==> src/rtl/game_input_controller.sv <==
// game_input_controller: game input front end.
// Synchronises and debounces NUM_KEYS buttons, generates the frame tick, and on every tick
// queues one frame interrupt (id 0) plus one interrupt per newly pressed key (id k+1) into a
// first-word-fall-through FIFO drained by the CPU over a valid/ready port.
// Optional feature: define GAME_AUTO_REPEAT_EN to re-raise a key event every REPEAT_FRAMES
// frame ticks while the key stays held.
// Ports:
//   clk_i            system clock
//   rst_ni           asynchronous active-low reset
//   keys_i           raw asynchronous buttons, 1 = pressed
//   int_ready_i      CPU accepts the head entry this cycle
//   clear_overflow_i clears the sticky overflow flag
//   int_valid_o      FIFO non-empty
//   int_instr_o      head entry {INT_OPCODE, INT_RD, 22-bit id}, 0 when empty
//   frame_tick_o     one-cycle pulse at FRAME_RATE
//   key_state_o      debounced key levels
//   fifo_count_o     FIFO occupancy
//   overflow_o       sticky: an event was dropped
module game_input_controller #(
   parameter int unsigned NUM_KEYS        = 4,
   parameter int unsigned SYS_FREQ        = 100000000,
   parameter int unsigned FRAME_RATE      = 60,
   parameter int unsigned DEBOUNCE_CYCLES = 1000000,
   parameter int unsigned FIFO_DEPTH      = 8,
   parameter logic [4:0]  INT_OPCODE      = 5'b10110,
   parameter logic [4:0]  INT_RD          = 5'd28
`ifdef GAME_AUTO_REPEAT_EN
   , parameter int unsigned REPEAT_FRAMES = 15
`endif
) (
   input  logic                            clk_i,
   input  logic                            rst_ni,
   input  logic [NUM_KEYS-1:0]             keys_i,
   input  logic                            int_ready_i,
   input  logic                            clear_overflow_i,
   output logic                            int_valid_o,
   output logic [31:0]                     int_instr_o,
   output logic                            frame_tick_o,
   output logic [NUM_KEYS-1:0]             key_state_o,
   output logic [$clog2(FIFO_DEPTH):0]     fifo_count_o,
   output logic                            overflow_o
);

   localparam int unsigned FramePeriod = SYS_FREQ / FRAME_RATE;
   localparam int unsigned FrameW      = $clog2(FramePeriod);
   localparam int unsigned DbW         = $clog2(DEBOUNCE_CYCLES + 1);
   localparam int unsigned IdxW        = (NUM_KEYS > 1) ? $clog2(NUM_KEYS) : 1;
   localparam int unsigned IdW         = $clog2(NUM_KEYS + 1);
   localparam int unsigned PtrW        = $clog2(FIFO_DEPTH);
   localparam int unsigned CntW        = PtrW + 1;

   typedef enum logic {StIdle, StScan} state_e;

   // ---------------- synchroniser and debounce ----------------
   logic [NUM_KEYS-1:0] sync1_q, sync2_q;
   logic [NUM_KEYS-1:0] key_state_q, key_state_d;
   logic [DbW-1:0]      db_cnt_q [NUM_KEYS];
   logic [DbW-1:0]      db_cnt_d [NUM_KEYS];

   always_comb begin
      for (int k = 0; k < NUM_KEYS; k++) begin
         db_cnt_d[k]    = db_cnt_q[k];
         key_state_d[k] = key_state_q[k];
         if (sync2_q[k] == key_state_q[k]) begin
            db_cnt_d[k] = '0;
         end else if (db_cnt_q[k] == DbW'(DEBOUNCE_CYCLES - 1)) begin
            // this is the DEBOUNCE_CYCLES-th consecutive differing cycle
            key_state_d[k] = sync2_q[k];
            db_cnt_d[k]    = '0;
         end else begin
            db_cnt_d[k] = db_cnt_q[k] + DbW'(1);
         end
      end
   end

   // ---------------- frame counter ----------------
   logic [FrameW-1:0] frame_cnt_q, frame_cnt_d;
   logic              tick_q, frame_wrap;

   assign frame_wrap  = (frame_cnt_q == FrameW'(FramePeriod - 1));
   assign frame_cnt_d = frame_wrap ? '0 : frame_cnt_q + FrameW'(1);

   // ---------------- event sources ----------------
   logic [NUM_KEYS-1:0] ev_set;

`ifdef GAME_AUTO_REPEAT_EN
   localparam int unsigned RepW = $clog2(REPEAT_FRAMES + 1);
   logic [RepW-1:0]     rep_q [NUM_KEYS];
   logic [RepW-1:0]     rep_d [NUM_KEYS];
   logic [NUM_KEYS-1:0] rep_set;

   always_comb begin
      for (int k = 0; k < NUM_KEYS; k++) begin
         rep_d[k]   = rep_q[k];
         rep_set[k] = 1'b0;
         if (!key_state_q[k]) begin
            rep_d[k] = '0;
         end else if (tick_q) begin
            if (rep_q[k] == RepW'(REPEAT_FRAMES - 1)) begin
               rep_set[k] = 1'b1;
               rep_d[k]   = '0;
            end else begin
               rep_d[k] = rep_q[k] + RepW'(1);
            end
         end
      end
   end

   always_ff @(posedge clk_i or negedge rst_ni) begin
      if (!rst_ni) begin
         for (int k = 0; k < NUM_KEYS; k++) rep_q[k] <= '0;
      end else begin
         for (int k = 0; k < NUM_KEYS; k++) rep_q[k] <= rep_d[k];
      end
   end

   assign ev_set = (key_state_d & ~key_state_q) | rep_set;
`else
   assign ev_set = key_state_d & ~key_state_q;
`endif

   // ---------------- scan FSM ----------------
   state_e              state_q, state_d;
   logic [IdxW-1:0]     idx_q, idx_d;
   logic [NUM_KEYS-1:0] pending_q, pending_d, snap_q, snap_d;
   logic                push, clr_pending;
   logic [IdW-1:0]      push_id;

   always_comb begin
      state_d     = state_q;
      idx_d       = idx_q;
      snap_d      = snap_q;
      push        = 1'b0;
      push_id     = '0;
      clr_pending = 1'b0;
      unique case (state_q)
         StIdle: begin
            if (tick_q) begin
               snap_d      = pending_q;
               clr_pending = 1'b1;
               push        = 1'b1;
               idx_d       = '0;
               state_d     = StScan;
            end
         end
         StScan: begin
            if (snap_q[idx_q]) begin
               push    = 1'b1;
               push_id = IdW'(idx_q) + IdW'(1);
            end
            if (idx_q == IdxW'(NUM_KEYS - 1)) state_d = StIdle;
            else                              idx_d   = idx_q + IdxW'(1);
         end
         default: state_d = StIdle;
      endcase
   end

   // a set in the same cycle as the snapshot clear survives
   assign pending_d = (clr_pending ? '0 : pending_q) | ev_set;

   // ---------------- FIFO ----------------
   logic [IdW-1:0]  mem_q [FIFO_DEPTH];
   logic [PtrW-1:0] wr_ptr_q, rd_ptr_q;
   logic [CntW-1:0] count_q, count_d;
   logic            pop, full, push_ok, drop, overflow_q;

   assign pop     = (count_q != '0) && int_ready_i;
   assign full    = (count_q == CntW'(FIFO_DEPTH));
   assign push_ok = push && (!full || pop);
   assign drop    = push && full && !pop;

   always_comb begin
      count_d = count_q;
      if (push_ok && !pop)      count_d = count_q + CntW'(1);
      else if (!push_ok && pop) count_d = count_q - CntW'(1);
   end

   always_ff @(posedge clk_i) begin
      if (push_ok) mem_q[wr_ptr_q] <= push_id;
   end

   // ---------------- state registers ----------------
   always_ff @(posedge clk_i or negedge rst_ni) begin
      if (!rst_ni) begin
         sync1_q     <= '0;
         sync2_q     <= '0;
         key_state_q <= '0;
         for (int k = 0; k < NUM_KEYS; k++) db_cnt_q[k] <= '0;
         frame_cnt_q <= '0;
         tick_q      <= 1'b0;
         state_q     <= StIdle;
         idx_q       <= '0;
         pending_q   <= '0;
         snap_q      <= '0;
         wr_ptr_q    <= '0;
         rd_ptr_q    <= '0;
         count_q     <= '0;
         overflow_q  <= 1'b0;
      end else begin
         sync1_q     <= keys_i;
         sync2_q     <= sync1_q;
         key_state_q <= key_state_d;
         for (int k = 0; k < NUM_KEYS; k++) db_cnt_q[k] <= db_cnt_d[k];
         frame_cnt_q <= frame_cnt_d;
         tick_q      <= frame_wrap;
         state_q     <= state_d;
         idx_q       <= idx_d;
         pending_q   <= pending_d;
         snap_q      <= snap_d;
         if (push_ok) wr_ptr_q <= wr_ptr_q + PtrW'(1);
         if (pop)     rd_ptr_q <= rd_ptr_q + PtrW'(1);
         count_q     <= count_d;
         // a drop coinciding with a clear keeps the flag set
         overflow_q  <= drop | (overflow_q & ~clear_overflow_i);
      end
   end

   // ---------------- outputs ----------------
   assign int_valid_o  = (count_q != '0);
   assign int_instr_o  = int_valid_o ? {INT_OPCODE, INT_RD, 22'(mem_q[rd_ptr_q])} : 32'h0;
   assign frame_tick_o = tick_q;
   assign key_state_o  = key_state_q;
   assign fifo_count_o = count_q;
   assign overflow_o   = overflow_q;

endmodule
==> config.mk <==
export PLATFORM = sky130hd
export DESIGN_NAME = game_input_controller
export DESIGN_NICKNAME = d
export VERILOG_FILES = /design/src/rtl/game_input_controller.sv
export SDC_FILE = /design/constraint.sdc
export NUM_CORES = 1
export LEC_CHECK = 0
export CORE_MARGIN = 1
export CORE_UTILIZATION = 40
export CTS_BUF_LIST = sky130_fd_sc_hd__clkbuf_16
export DETAILED_ROUTE_END_ITERATION = 8
export GPL_TIMING_DRIVEN = 0
export SLEW_MARGIN = 0
export SYNTH_ARGS = -nofsm -noshare
export SYNTH_HDL_FRONTEND = slang
export SYNTH_SLANG_ARGS = --single-unit
==> constraint.sdc <==
create_clock -name clk_i -period 4.8 [get_ports clk_i]
set_input_delay 0.48 -clock clk_i [delete_from_list [all_inputs] [get_ports clk_i]]
set_output_delay 0.48 -clock clk_i [all_outputs]
set_load 0.05 [all_outputs]
==> qor.csv <==
stage,metric,value,unit
yosys,yosysSeqAreaShare,0.5371,
placed_design,gp_congestion,0.7315,
routing,wl,13.76,mm
floorplan,design.core.area,18770,sq um
routing,drc,0,
yosys,synth_ff_type,dfrtp_1,
cts,clkTransAtPathRegs,0.06,ns
yosys,ys_types,55,
cts,cts_buffers,17,
power_and_ir_drop,seq_power_share,0.500,
cts,cts_tree,done,
power_and_ir_drop,sw_frac_of_total,0.2236,
timing,fmax,312.0,MHz
cells_and_area,nFillCells,1798,
floorplan,num_rows,50,
cells_and_area,fin_util,0.4750,
hold_path,worstHoldPathType,reg -> reg,
cells_and_area,layout-drive-gt1-share,0.1075,
timing,min_period,3.205,ns
worst_setup_path,r2r_end,fifo_count_o[3],
power_and_ir_drop,power,2792,uW
placed_design,port_buffers,27,
routing,postRouteAntennaNets,0,
power_and_ir_drop,p_leak,0.003696,uW
timing,timing.final.crit_share,0.6677,
cts,clock_latency,0.43,ns
cells_and_area,fin_cells,1043,
timing,max_slew_margin,0.4539,
cts,root_buffer,clkbuf_16,
worst_setup_path,worst-r2r-setup-slack,1.74,ns
yosys,synth_area,7679,sq um
yosys,syn_area_per_cell,10.58,sq um
job,max_cap_viol_count,0,
power_and_ir_drop,internal_power,2168,uW
power_and_ir_drop,p_comb_frac,0.042,
power_and_ir_drop,powerDensity,313.2,nW/um^2
floorplan,die_area,19750,sq um
worst_setup_path,path_buf_inv,2,
worst_setup_path,reg2regPathDepth,11,
global_route,overflow,0,
timing,setup_viol,0,
worst_setup_path,max_stage_delay,0.72,ns
worst_setup_path,endpoint,int_instr_o[2],
timing,drv_slew,0,
global_route,grt_first_pass_wirelength,24.36,mm
worst_setup_path,path_depth,5,
yosys,synth-edff-count,24,
timing,worst_slew_pin_slew,0.8117,ns
placed_design,place_area,8353,sq um
cts,clock_sinks,160,
yosys,synth_seq_cells,160,
timing,fin_worst_skew,0.007987,ns
worst_setup_path,cp-start-kind,flop,
worst_setup_path,worstPathArrival,2.73,ns
worst_setup_path,r2r-start,idx_q[0],
floorplan,die_w,140.6,um
floorplan,start_util,0.4091,
routing,vias,5232,
worst_setup_path,required,4.32,ns
global_route,grt_pass1_vias,5069,
power_and_ir_drop,p_switching,624.3,uW
worst_setup_path,cp_max_fo,7,
outcome,outcome,finished clean,
worst_setup_path,startpoint,rd_ptr_q[0],
power_and_ir_drop,ir_worst_vdd,227.6,uV
power_and_ir_drop,p_clk_frac,0.458,
timing,whs,0.3479,ns
cells_and_area,syn2layout_area_growth,16.10,%
floorplan,die_h,140.6,um
cells_and_area,final_design_area_no_fill,8915,sq um
routing,wl_per_cell,13.19,um
yosys,yosys_warnings,0,
global_route,grt_max_degree,89,
yosys,syn_inst,726,
cts,htree_num_levels,4,
cells_and_area,diodes,0,
floorplan,io_pins,51,
hold_path,holdPathStages,0,
worst_setup_path,criticalPathCategory,reg -> out,
worst_setup_path,cp_slowest_cell,clkdlybuf4s50_1,
placed_design,numPlacedInstances,1010,
yosys,ys_async_sr_fraction,0.8500,
global_route,antenna_found_initial,0,
timing,hold_viol_final,0,
worst_setup_path,path_cells,"clkbuf_1, mux4_2, mux2i_1, nor2_1, clkdlybuf4s50_1",
routing,viasPerCell,5.016,
routing,first_pass_iters,4,
worst_setup_path,worstSetupEndpointType,primary output,
cts,cts.path.max_buffers,2,
worst_setup_path,crit_family,buffers and inverters,
routing,drt_first_iter_violations,273,
placed_design,dpl.hpwl,9.276,mm
timing,rsz0062_at_grt,no,
global_route,grtUsageTotal,0.1544,
cells_and_area,layout.nets,817,
==> logic make-up (layout without fill, tap and decap cells) <==
logic type / count (synthesis) / in the layout / synth area share
AND/OR/NAND/NOR: 306 / 306 / 0.2087
flip-flops: 160 / 160 / 0.5371
AO/OA/AOI/OAI: 80 / 80 / 0.06159
buffers and inverters: 77 / 138 / 0.05263
XOR/XNOR: 69 / 69 / 0.07870
multiplexers: 20 / 20 / 0.03862
adder cells (fa/ha/maj): 13 / 13 / 0.02216
other: 1 / 23 / 0.0004884
==> power by group through the flow <==
stage | Combinational (uW) | Clock (uW) | Sequential [uW]
finish | 118 | 1280 | 1400
global route | 133 | 1370 | 1400
CTS | 121 | 1310 | 1400
detailed placement | 120 | 0 | 1420
global placement | 117 | 0 | 1420
floorplan | 79.2 | 0 | 1420
==> through the flow <==
| stage | setup WS [ns] | setup TNS [ns] |
|---|---|---|
| final | 1.595 | 0 |
| after global routing | 1.368 | 0 |
| after CTS | 1.518 | 0 |
| after detailed placement | 1.696 | 0 |
| after global placement | -2.518 | -340.53 |
| after floorplan | 1.729 | 0 |
==> synth_stat cells (all sizes together), types with 2 or more instances <==
cell | count | area share
a21oi | 32 | 0.021
a32o | 4 | 0.0052
and2 | 5 | 0.0041
and3 | 11 | 0.0090
and4 | 7 | 0.0080
buf | 34 | 0.031
clkbuf | 15 | 0.0075
dfrtp | 136 | 0.44
edfxtp | 24 | 0.094
ha | 12 | 0.020
inv | 28 | 0.014
mux2 | 7 | 0.010
mux2i | 6 | 0.0078
mux4 | 7 | 0.021
nand2 | 53 | 0.026
nand2b | 4 | 0.0033
nand3 | 39 | 0.026
nand4 | 22 | 0.019
nor2 | 79 | 0.039
nor2b | 2 | 0.0016
nor3 | 15 | 0.0098
nor4 | 13 | 0.011
nor4b | 4 | 0.0046
nor4bb | 2 | 0.0026
o211ai | 2 | 0.0020
o21ai | 29 | 0.019
o31ai | 8 | 0.0085
o41ai | 2 | 0.0023
or3 | 28 | 0.023
or4 | 14 | 0.014
or4b | 3 | 0.0039
xnor2 | 41 | 0.047
xor2 | 28 | 0.032
==> repair_timing <==
item,in CTS,in global routing
hold buffers,1,0
setup buffers,0,0
endpoints found under the setup margin,0,0
endpoints found under the hold margin,1,0
gates resized for setup,0,0
==> sequential cells by signal (all words and copies together), names as in the netlist, 3 cells and up <==
signal	cells
db_cnt_q	80
mem_q	24
frame_cnt_q	21
fifo_count_o	4
key_state_o	4
pending_q	4
snap_q	4
sync1_q	4
sync2_q	4
rd_ptr_q	3
wr_ptr_q	3
==> placed cells by master (no fill, tap or decap), types with 11 or more instances in the layout <==
cell	instances
clkbuf_1	14
xnor2_1	41
nor3_1	15
or3_1	28
a21oi_1	31
nor4_1	13
nand2_1	53
o21ai_0	27
nand4_1	21
and3_1	11
nor2_1	79
edfxtp_1	24
buf_4	29
ha_1	12
nand3_1	38
clkdlybuf4s50_1	26
or4_1	13
inv_1	30
clkbuf_16	17
dfrtp_1	136
conb_1	23
xor2_1	28
==> worst reg2reg max path, delay by kind of cell, from the launching register on <==
family,cells,cell delay (ns)
multiplexers,2,0.79
AO/OA/AOI/OAI,3,0.70
adder cells (fa/ha/maj),2,0.46
flip-flops,1,0.43
AND/OR/NAND/NOR,1,0.25
buffers and inverters,2,0.22
XOR/XNOR,1,0.13
==> per-layer routing <==
| metal | vias to the layer above | routed length (um) | GRT usage |
|---|---|---|---|
| met1 | 2483 | 7079 | 0.2104 |
| met2 | 70 | 6084 | 0.2395 |
| met5 | - | 0 | 0 |
| met3 | 15 | 392 | 0.03829 |
| met4 | 0 | 199 | 0.05492 |
| li1 | 2664 | - | - |
==> worst min-delay path by stage <==
stage          startpoint     endpoint
6_report       sync1_q[1]   sync2_q[1]
5_1_grt        sync1_q[1]   sync2_q[1]
3_5_place_dp   sync1_q[1]   sync2_q[1]
3_3_place_gp   sync1_q[1]   sync2_q[1]
2_1_floorplan      rst_ni  db_cnt_q[0]
4_1_cts        sync1_q[1]   sync2_q[1]
==> layout make-up <==
type	instances	area (sq um)	area share
Clock inverter	15	126.4	0.01418
Inverter	28	105.1	0.01179
Timing Repair Buffer	29	309.0	0.03467
Tap cell	234	292.8	0.03284
Multi-Input combinational cell	511	3233	0.3627
Buffer	49	299.0	0.03354
Clock buffer	17	425.4	0.04772
Sequential cell	160	4124	0.4626
Power figures use the tool's default switching activity.
